**config.mk**
```make
export PLATFORM = sky130hd
export DESIGN_NAME = snn_spike_decoder_flat
export DESIGN_NICKNAME = d
export VERILOG_FILES = /design/src/rtl/network_pkg.sv /design/src/rtl/snn_spike_decoder_if.sv /design/src/rtl/spike_counter_sat.sv /design/src/rtl/snn_spike_decoder.sv /design/src/flat_wrapper.sv
export SDC_FILE = /design/constraint.sdc
export NUM_CORES = 1
export LEC_CHECK = 0
export ABC_CLOCK_PERIOD_IN_PS = 4300
export BUFFER_PORTS_ARGS = -buffer_cell sky130_fd_sc_hd__clkbuf_2
export CAP_MARGIN = 20
export CORE_ASPECT_RATIO = 1.75
export CORE_MARGIN = 4
export CORE_UTILIZATION = 25
export CTS_BUF_LIST = sky130_fd_sc_hd__clkbuf_4 sky130_fd_sc_hd__clkbuf_8
export CTS_CLUSTER_DIAMETER = 50
export DETAILED_ROUTE_END_ITERATION = 12
export PLACE_DENSITY_LB_ADDON = 0.3
export SYNTH_ARGS = -nofsm -noshare
export SYNTH_HDL_FRONTEND = slang
export SYNTH_SLANG_ARGS = --single-unit
```
**constraint.sdc**
```tcl
create_clock -name clk -period 4.3 [get_ports clk]
set_input_delay 0.215 -clock clk [delete_from_list [all_inputs] [get_ports clk]]
set_output_delay 0.215 -clock clk [all_outputs]
set_load 0.01 [all_outputs]
```
**src/rtl/network_pkg.sv**
```systemverilog
// Shared constants and types for the SNN network.
// Holds the network size and the output decoder's defaults and state encoding.
package network_pkg;

   localparam int OUTPUT_SIZE   = 10;

   localparam int DEC_WINDOW    = 64;
   localparam int DEC_CNT_WIDTH = 8;

   typedef enum logic [1:0] {
      IDLE   = 2'd0,
      ACCUM  = 2'd1,
      ARGMAX = 2'd2,
      DONE   = 2'd3
   } dec_state_e;

endpackage

```
**src/rtl/snn_spike_decoder_if.sv**
```systemverilog
// Bus between the SNN output stage and the spike decoder.
// Producer/consumer side (master):
//   drives start, spike_valid, digit_spikes, result_ready;
//   sees busy, result_valid, result_digit, result_count, no_spike.
// Decoder side (slave): the reverse directions.
interface snn_spike_decoder_if #(
   parameter int OUTPUT_SIZE = network_pkg::OUTPUT_SIZE,
   parameter int CNT_WIDTH   = network_pkg::DEC_CNT_WIDTH
);
   localparam int IDX_W = (OUTPUT_SIZE > 1) ? $clog2(OUTPUT_SIZE) : 1;

   logic                 start;
   logic                 spike_valid;
   logic                 digit_spikes [OUTPUT_SIZE];
   logic                 busy;
   logic                 result_valid;
   logic                 result_ready;
   logic [IDX_W-1:0]     result_digit;
   logic [CNT_WIDTH-1:0] result_count;
   logic                 no_spike;

   modport master (
      output start, spike_valid, digit_spikes, result_ready,
      input  busy, result_valid, result_digit, result_count, no_spike
   );

   modport slave (
      input  start, spike_valid, digit_spikes, result_ready,
      output busy, result_valid, result_digit, result_count, no_spike
   );

endinterface

```
**src/rtl/spike_counter_sat.sv**
```systemverilog
// Single saturating spike counter.
// Ports: clk, rst_n (async, active-low), clr (synchronous clear, wins over inc),
//        inc (add one unless already at all-ones), cnt (current count).
module spike_counter_sat #(
   parameter int CNT_WIDTH = 8
) (
   input  logic                 clk,
   input  logic                 rst_n,
   input  logic                 clr,
   input  logic                 inc,
   output logic [CNT_WIDTH-1:0] cnt
);

   always_ff @(posedge clk or negedge rst_n) begin
      if (!rst_n) begin
         cnt <= '0;
      end else if (clr) begin
         cnt <= '0;
      end else if (inc && (cnt != '1)) begin
         cnt <= cnt + 1'b1;
      end
   end

endmodule

```
**src/rtl/snn_spike_decoder.sv**
```systemverilog
// Output-side decoder: counts spikes per output neuron over WINDOW accepted
// timesteps, then scans the counters one per cycle for the largest count
// (ties go to the lowest index) and holds the winner on a valid/ready handshake.
// Ports: clk, rst_n (async, active-low), bus (decoder side of snn_spike_decoder_if).
//
// state  | meaning
// IDLE   | waiting for start; result registers keep last value
// ACCUM  | counting spikes on each spike_valid until WINDOW strobes seen
// ARGMAX | scanning counter k, keeping strictly larger counts
// DONE   | result_valid high until result_ready
module snn_spike_decoder #(
   parameter int OUTPUT_SIZE = network_pkg::OUTPUT_SIZE,
   parameter int WINDOW      = network_pkg::DEC_WINDOW,
   parameter int CNT_WIDTH   = network_pkg::DEC_CNT_WIDTH
) (
   input logic               clk,
   input logic               rst_n,
   snn_spike_decoder_if.slave bus
);
   import network_pkg::*;

   localparam int IDX_W = (OUTPUT_SIZE > 1) ? $clog2(OUTPUT_SIZE) : 1;
   localparam int TS_W  = $clog2(WINDOW + 1);
   localparam logic [IDX_W-1:0] LAST_IDX = IDX_W'(OUTPUT_SIZE - 1);
   localparam logic [TS_W-1:0]  LAST_TS  = TS_W'(WINDOW - 1);

   dec_state_e           state_q, state_d;
   logic [TS_W-1:0]      tstep_q;
   logic [IDX_W-1:0]     k_q;
   logic [IDX_W-1:0]     best_idx_q;
   logic [CNT_WIDTH-1:0] best_cnt_q;
   logic                 no_spike_q;
   logic [CNT_WIDTH-1:0] cnt [OUTPUT_SIZE];
   logic [CNT_WIDTH-1:0] cand_cnt;
   logic                 cand_gt;
   logic                 clr_cnt;
   logic                 accept;

   for (genvar i = 0; i < OUTPUT_SIZE; i++) begin : g_cnt
      spike_counter_sat #(.CNT_WIDTH(CNT_WIDTH)) u_cnt (
         .clk   (clk),
         .rst_n (rst_n),
         .clr   (clr_cnt),
         .inc   (accept && bus.digit_spikes[i]),
         .cnt   (cnt[i])
      );
   end

   assign cand_cnt = cnt[k_q];
   assign cand_gt  = cand_cnt > best_cnt_q;

   always_comb begin
      state_d = state_q;
      clr_cnt = 1'b0;
      accept  = 1'b0;
      case (state_q)
         IDLE: begin
            if (bus.start) begin
               clr_cnt = 1'b1;
               state_d = ACCUM;
            end
         end
         ACCUM: begin
            if (bus.spike_valid) begin
               accept = 1'b1;
               if (tstep_q == LAST_TS) state_d = ARGMAX;
            end
         end
         ARGMAX: begin
            if (k_q == LAST_IDX) state_d = DONE;
         end
         DONE: begin
            if (bus.result_ready) state_d = IDLE;
         end
         default: state_d = IDLE;
      endcase
   end

   always_ff @(posedge clk or negedge rst_n) begin
      if (!rst_n) begin
         state_q    <= IDLE;
         tstep_q    <= '0;
         k_q        <= '0;
         best_idx_q <= '0;
         best_cnt_q <= '0;
         no_spike_q <= 1'b0;
      end else begin
         state_q <= state_d;
         case (state_q)
            IDLE: begin
               if (bus.start) begin
                  tstep_q    <= '0;
                  k_q        <= '0;
                  best_idx_q <= '0;
                  best_cnt_q <= '0;
                  no_spike_q <= 1'b0;
               end
            end
            ACCUM: begin
               if (bus.spike_valid) tstep_q <= tstep_q + 1'b1;
            end
            ARGMAX: begin
               k_q <= k_q + 1'b1;
               if (cand_gt) begin
                  best_idx_q <= k_q;
                  best_cnt_q <= cand_cnt;
               end
               // The final best is zero only if both the running best and
               // the last candidate are zero.
               if (k_q == LAST_IDX) begin
                  no_spike_q <= (best_cnt_q == '0) && (cand_cnt == '0);
               end
            end
            default: ;
         endcase
      end
   end

   assign bus.busy         = (state_q != IDLE);
   assign bus.result_valid = (state_q == DONE);
   assign bus.result_digit = best_idx_q;
   assign bus.result_count = best_cnt_q;
   assign bus.no_spike     = no_spike_q;

endmodule

```
**src/flat_wrapper.sv**
```systemverilog
// flat-port wrapper written by rule: the top's interface ports become plain ports
module snn_spike_decoder_flat import network_pkg::*;
#(
   parameter int OUTPUT_SIZE = network_pkg::OUTPUT_SIZE,
   parameter int WINDOW      = network_pkg::DEC_WINDOW,
   parameter int CNT_WIDTH   = network_pkg::DEC_CNT_WIDTH
)
  (clk, rst_n, bus_start, bus_spike_valid, bus_digit_spikes, bus_result_ready, bus_busy, bus_result_valid, bus_result_digit, bus_result_count, bus_no_spike);
  snn_spike_decoder_if #(.OUTPUT_SIZE(OUTPUT_SIZE), .CNT_WIDTH(CNT_WIDTH)) bus_i ();
  input logic clk;
  input logic rst_n;
  input wire logic [$bits(bus_i.start)-1:0] bus_start;
  input wire logic [$bits(bus_i.spike_valid)-1:0] bus_spike_valid;
  input wire logic [$bits(bus_i.digit_spikes)-1:0] bus_digit_spikes;
  input wire logic [$bits(bus_i.result_ready)-1:0] bus_result_ready;
  output wire logic [$bits(bus_i.busy)-1:0] bus_busy;
  output wire logic [$bits(bus_i.result_valid)-1:0] bus_result_valid;
  output wire logic [$bits(bus_i.result_digit)-1:0] bus_result_digit;
  output wire logic [$bits(bus_i.result_count)-1:0] bus_result_count;
  output wire logic [$bits(bus_i.no_spike)-1:0] bus_no_spike;
  assign bus_i.start = bus_start;
  assign bus_i.spike_valid = bus_spike_valid;
  assign bus_i.digit_spikes = {>>{bus_digit_spikes}};
  assign bus_i.result_ready = bus_result_ready;
  assign bus_busy = bus_i.busy;
  assign bus_result_valid = bus_i.result_valid;
  assign bus_result_digit = bus_i.result_digit;
  assign bus_result_count = bus_i.result_count;
  assign bus_no_spike = bus_i.no_spike;
  snn_spike_decoder #(.OUTPUT_SIZE(OUTPUT_SIZE), .WINDOW(WINDOW), .CNT_WIDTH(CNT_WIDTH)) u_core (.clk(clk), .rst_n(rst_n), .bus(bus_i));
endmodule
```
==> impl_metrics.json <==
{
  "outcome": "finished clean",
  "start_util_pct": 25.23,
  "area_growth_pct": 10.08,
  "rr_worst_depth": 10,
  "critPathArrivalTime_ns": 4.13,
  "timing.rr.end": "u_core.bus.result_count[2]",
  "vias_per_cell": 4.859,
  "first_global_vias": 4721,
  "htree_levels": 3,
  "r2r_start": "u_core.k_q[0]",
  "rows": 76,
  "drcViolationCount": 0,
  "finalWorstSetupSlack_ns": 0.5228,
  "nets": 658,
  "yosys-top-cells-area": "dfrtp_1 (43%), xor2_1 (7.2%), nor2_1 (5.2%), ha_1 (5.1%), nand4_1 (4.5%)",
  "clock_latency_ns": 0.41,
  "min_path_type": "in2reg",
  "place_area_sq_mm": 0.006644,
  "die_w_um": 127.0,
  "irDropWorstVdd_mv": 0.3032,
  "setup_viol": 0,
  "startpoint": "u_core.k_q[0]",
  "via_count": 4543,
  "yosys.cell_count.top_type": "dfrtp_1",
  "syn_nets": 636,
  "cp_slowest_cell": "dfrtp_2",
  "worst-path-stages": 10,
  "cts_root_buf": "clkbuf_8",
  "cts_tree": "yes",
  "core_sq_mm": 0.02453,
  "numCtsBuffers": 9,
  "clk_pin_slew_ns": 0.11,
  "required_ns": 4.65,
  "fp.dieH_um": 216.2,
  "worstSetupEndpointType": "flip-flop",
  "synth_cells": 596,
  "worst_slew_pin_slew_ns": 0.9195,
  "ys_types": 45,
  "p_seq_share_pct": 42.9,
  "switching_share_pct": 43.13,
  "power_w": 0.003676,
  "synth_edf_count": 0,
  "grt_max_degree": 43,
  "worst_clock_skew_ns": 0.01933,
  "synth_area_sq_mm": 0.006191,
  "grt.total_usage_pct": 12.03,
  "endpoint": "u_core.bus.result_count[2]",
  "critical_path_class": "reg2reg",
  "setup-tns-final_ns": 0,
  "design_area_sq_mm": 0.006815,
  "synth_top_area_cell": "dfrtp_1",
  "hold_viol": 0,
  "worstSetupStartpointType": "flip-flop",
  "timing.final.crit_share_pct": 87.84,
  "clock.fmax_mhz": 264.7,
  "grt_antenna_before_repair": 0,
  "critPathTopFamily": "compound AO/OA/AOI/OAI gates",
  "ios": 30,
  "drv_slew": 0,
  "dp_worst_setup_slack_ns": 0.5413,
  "netlist_top_cells_count": "dfrtp_1 (106), nor2_1 (85), xor2_1 (51)",
  "r2r_slack_ns": 0.52,
  "globalplace.congestion": 0.8147,
  "cts.sinks": 106,
  "clock_path_buffers": 2,
  "cp_cell_sequence": "buf_4 > mux2_2 > a22oi_1 > inv_1 > ha_1 > and3_4 > a221o_1 > a221o_1 > a21oi_2 > a22o_1",
  "cpMostUsedCell": "a221o_1",
  "power.internal_w": 0.002091,
  "grt_pass1_wl_um": 25690,
  "hpwl_um": 12050,
  "synthArstFlopShare_pct": 100.0,
  "min_period_ns": 3.777,
  "ant_nets": 0,
  "ys_seq_elements": 106,
  "leakagePower_nw": 3.103,
  "die_area_sq_mm": 0.02744,
  "p_clk_share_pct": 15.4,
  "power_frac_comb_pct": 41.7,
  "wl_per_cell_um": 17.10,
  "p_switching_w": 0.001585,
  "wl_um": 15990,
  "yosysWarningCount": 0,
  "cpPeakStageDelay_ns": 0.61,
  "powerDensity_mw_per_mm2": 539.4,
  "rsz0062_at_grt": "false",
  "synth_top_area_share_pct": 42.85,
  "cap_violations": 0,
  "drive_gt1_share_pct": 13.83,
  "synth_ff_type": "dfrtp_1",
  "n_fill_cell": 2616,
  "ys_seq_area_share_pct": 42.85,
  "crit_fanout": 23,
  "path_buf_inv": 2,
  "io_buffers": 29,
  "dr.pass1.iters": 4,
  "syn_avg_cell_area_sq_um": 10.39,
  "slew-limit-headroom_pct": 38.70,
  "initialDrtViolationCount": 222,
  "grt_overflow": 0
}
[metal layers]
metal	track usage, %	vias to the layer above	share of wire, %
met5	0	-	0
met4	7.266	0	5.0
met3	1.356	37	1.8
met2	22.91	67	55
met1	12.28	2252	38
li1	-	2187	-
[flip-flops by register name (all words and copies together), names as in the netlist]
name	cells
u_core.bus.no_spike	1
u_core.state_q	2
u_core.bus.result_digit	4
u_core.k_q	4
u_core.g_cnt.u_cnt.cnt	80
u_core.tstep_q	7
u_core.bus.result_count	8
[per-stage QoR]
| stage | instances | hold WS, ns | utilization (%) |
|---|---|---|---|
| after floorplan | 596 | -0.08059 | - |
| after global placement | 918 | 0.1811 | 27.08 |
| after detailed placement | 918 | 0.1827 | 27.08 |
| after CTS | 934 | 0.1923 | 27.77 |
| after global routing | 934 | 0.2135 | 27.77 |
| final | 935 | 0.2086 | 27.78 |
[final cells by class]
cell class / count / area, sq um / share of cell area (%)
Timing Repair Buffer: 36 / 202.7 / 2.974
Inverter: 19 / 71.32 / 1.046
Sequential cell: 106 / 2654 / 38.94
Tap cell: 312 / 390.4 / 5.728
Clock buffer: 11 / 138.9 / 2.038
Clock inverter: 4 / 20.02 / 0.2937
Multi-Input combinational cell: 446 / 3336 / 48.94
Antenna cell: 1 / 2.502 / 0.03672
[cells in the final DEF, fill, tap and decap left out, drive strengths merged, types with 9 or more instances in the layout]
cell    Yosys  routed
a21oi      13      13
a22o       13      13
a41oi      10      10
and2       12      12
and3       23      23
and4       12      12
clkbuf     16      39
dfrtp     106     106
ha         25      25
inv        19      19
mux2        9       9
mux2i      28      28
mux4        9       9
nand2      26      26
nand3      12      12
nand4      45      45
nor2       85      85
o21ai      10      10
xnor2      21      21
xor2       51      51
[kinds of logic after synthesis]
group | Yosys count | synth area share, %
simple gates | 229 | 19.08
flops | 106 | 42.85
compound gates | 74 | 10.11
xor+xnor | 72 | 10.19
mux | 46 | 9.438
buf+inv | 44 | 3.294
fa+ha+maj | 25 | 5.053
[worst min path at each step]
stage	slack, ns	from	end	cells after the start
after floorplan	-0.08	rst_n	u_core.bus.no_spike	0
after global placement	0.18	rst_n	u_core.g_cnt[8].u_cnt.cnt[7]	1
after detailed placement	0.18	rst_n	u_core.g_cnt[8].u_cnt.cnt[0]	1
after CTS	0.19	bus_start	u_core.tstep_q[6]	3
after global routing	0.21	bus_start	u_core.tstep_q[6]	3
final	0.21	bus_start	u_core.tstep_q[6]	3
[what timing repair did]
action                                  CTS  global route
endpoints found under the setup margin    0             0
resized for setup                         0             0
buffers inserted                          0             0
hold endpoints to repair                 28             0
hold buffers                              1             0
[power by group through the flow]
stage               clock, W  sequential [W]  combinational [W]
CTS                 0.000597         0.00158            0.00156
global route        0.000626         0.00162            0.00172
detailed placement         0         0.00160            0.00155
finish              0.000566         0.00158            0.00153
floorplan                  0         0.00144            0.00127
global placement           0         0.00160            0.00154
[worst reg2reg max path, stage by stage, from the launching register on]
cell and delay (ns):
dfrtp_2 0.61, buf_4 0.41, mux2_2 0.39, a22oi_1 0.27, inv_1 0.11, ha_1 0.29
and3_4 0.17, a221o_1 0.34, a221o_1 0.40, a21oi_2 0.51, a22o_1 0.24
No activity file was read; power rests on OpenSTA's default activity.
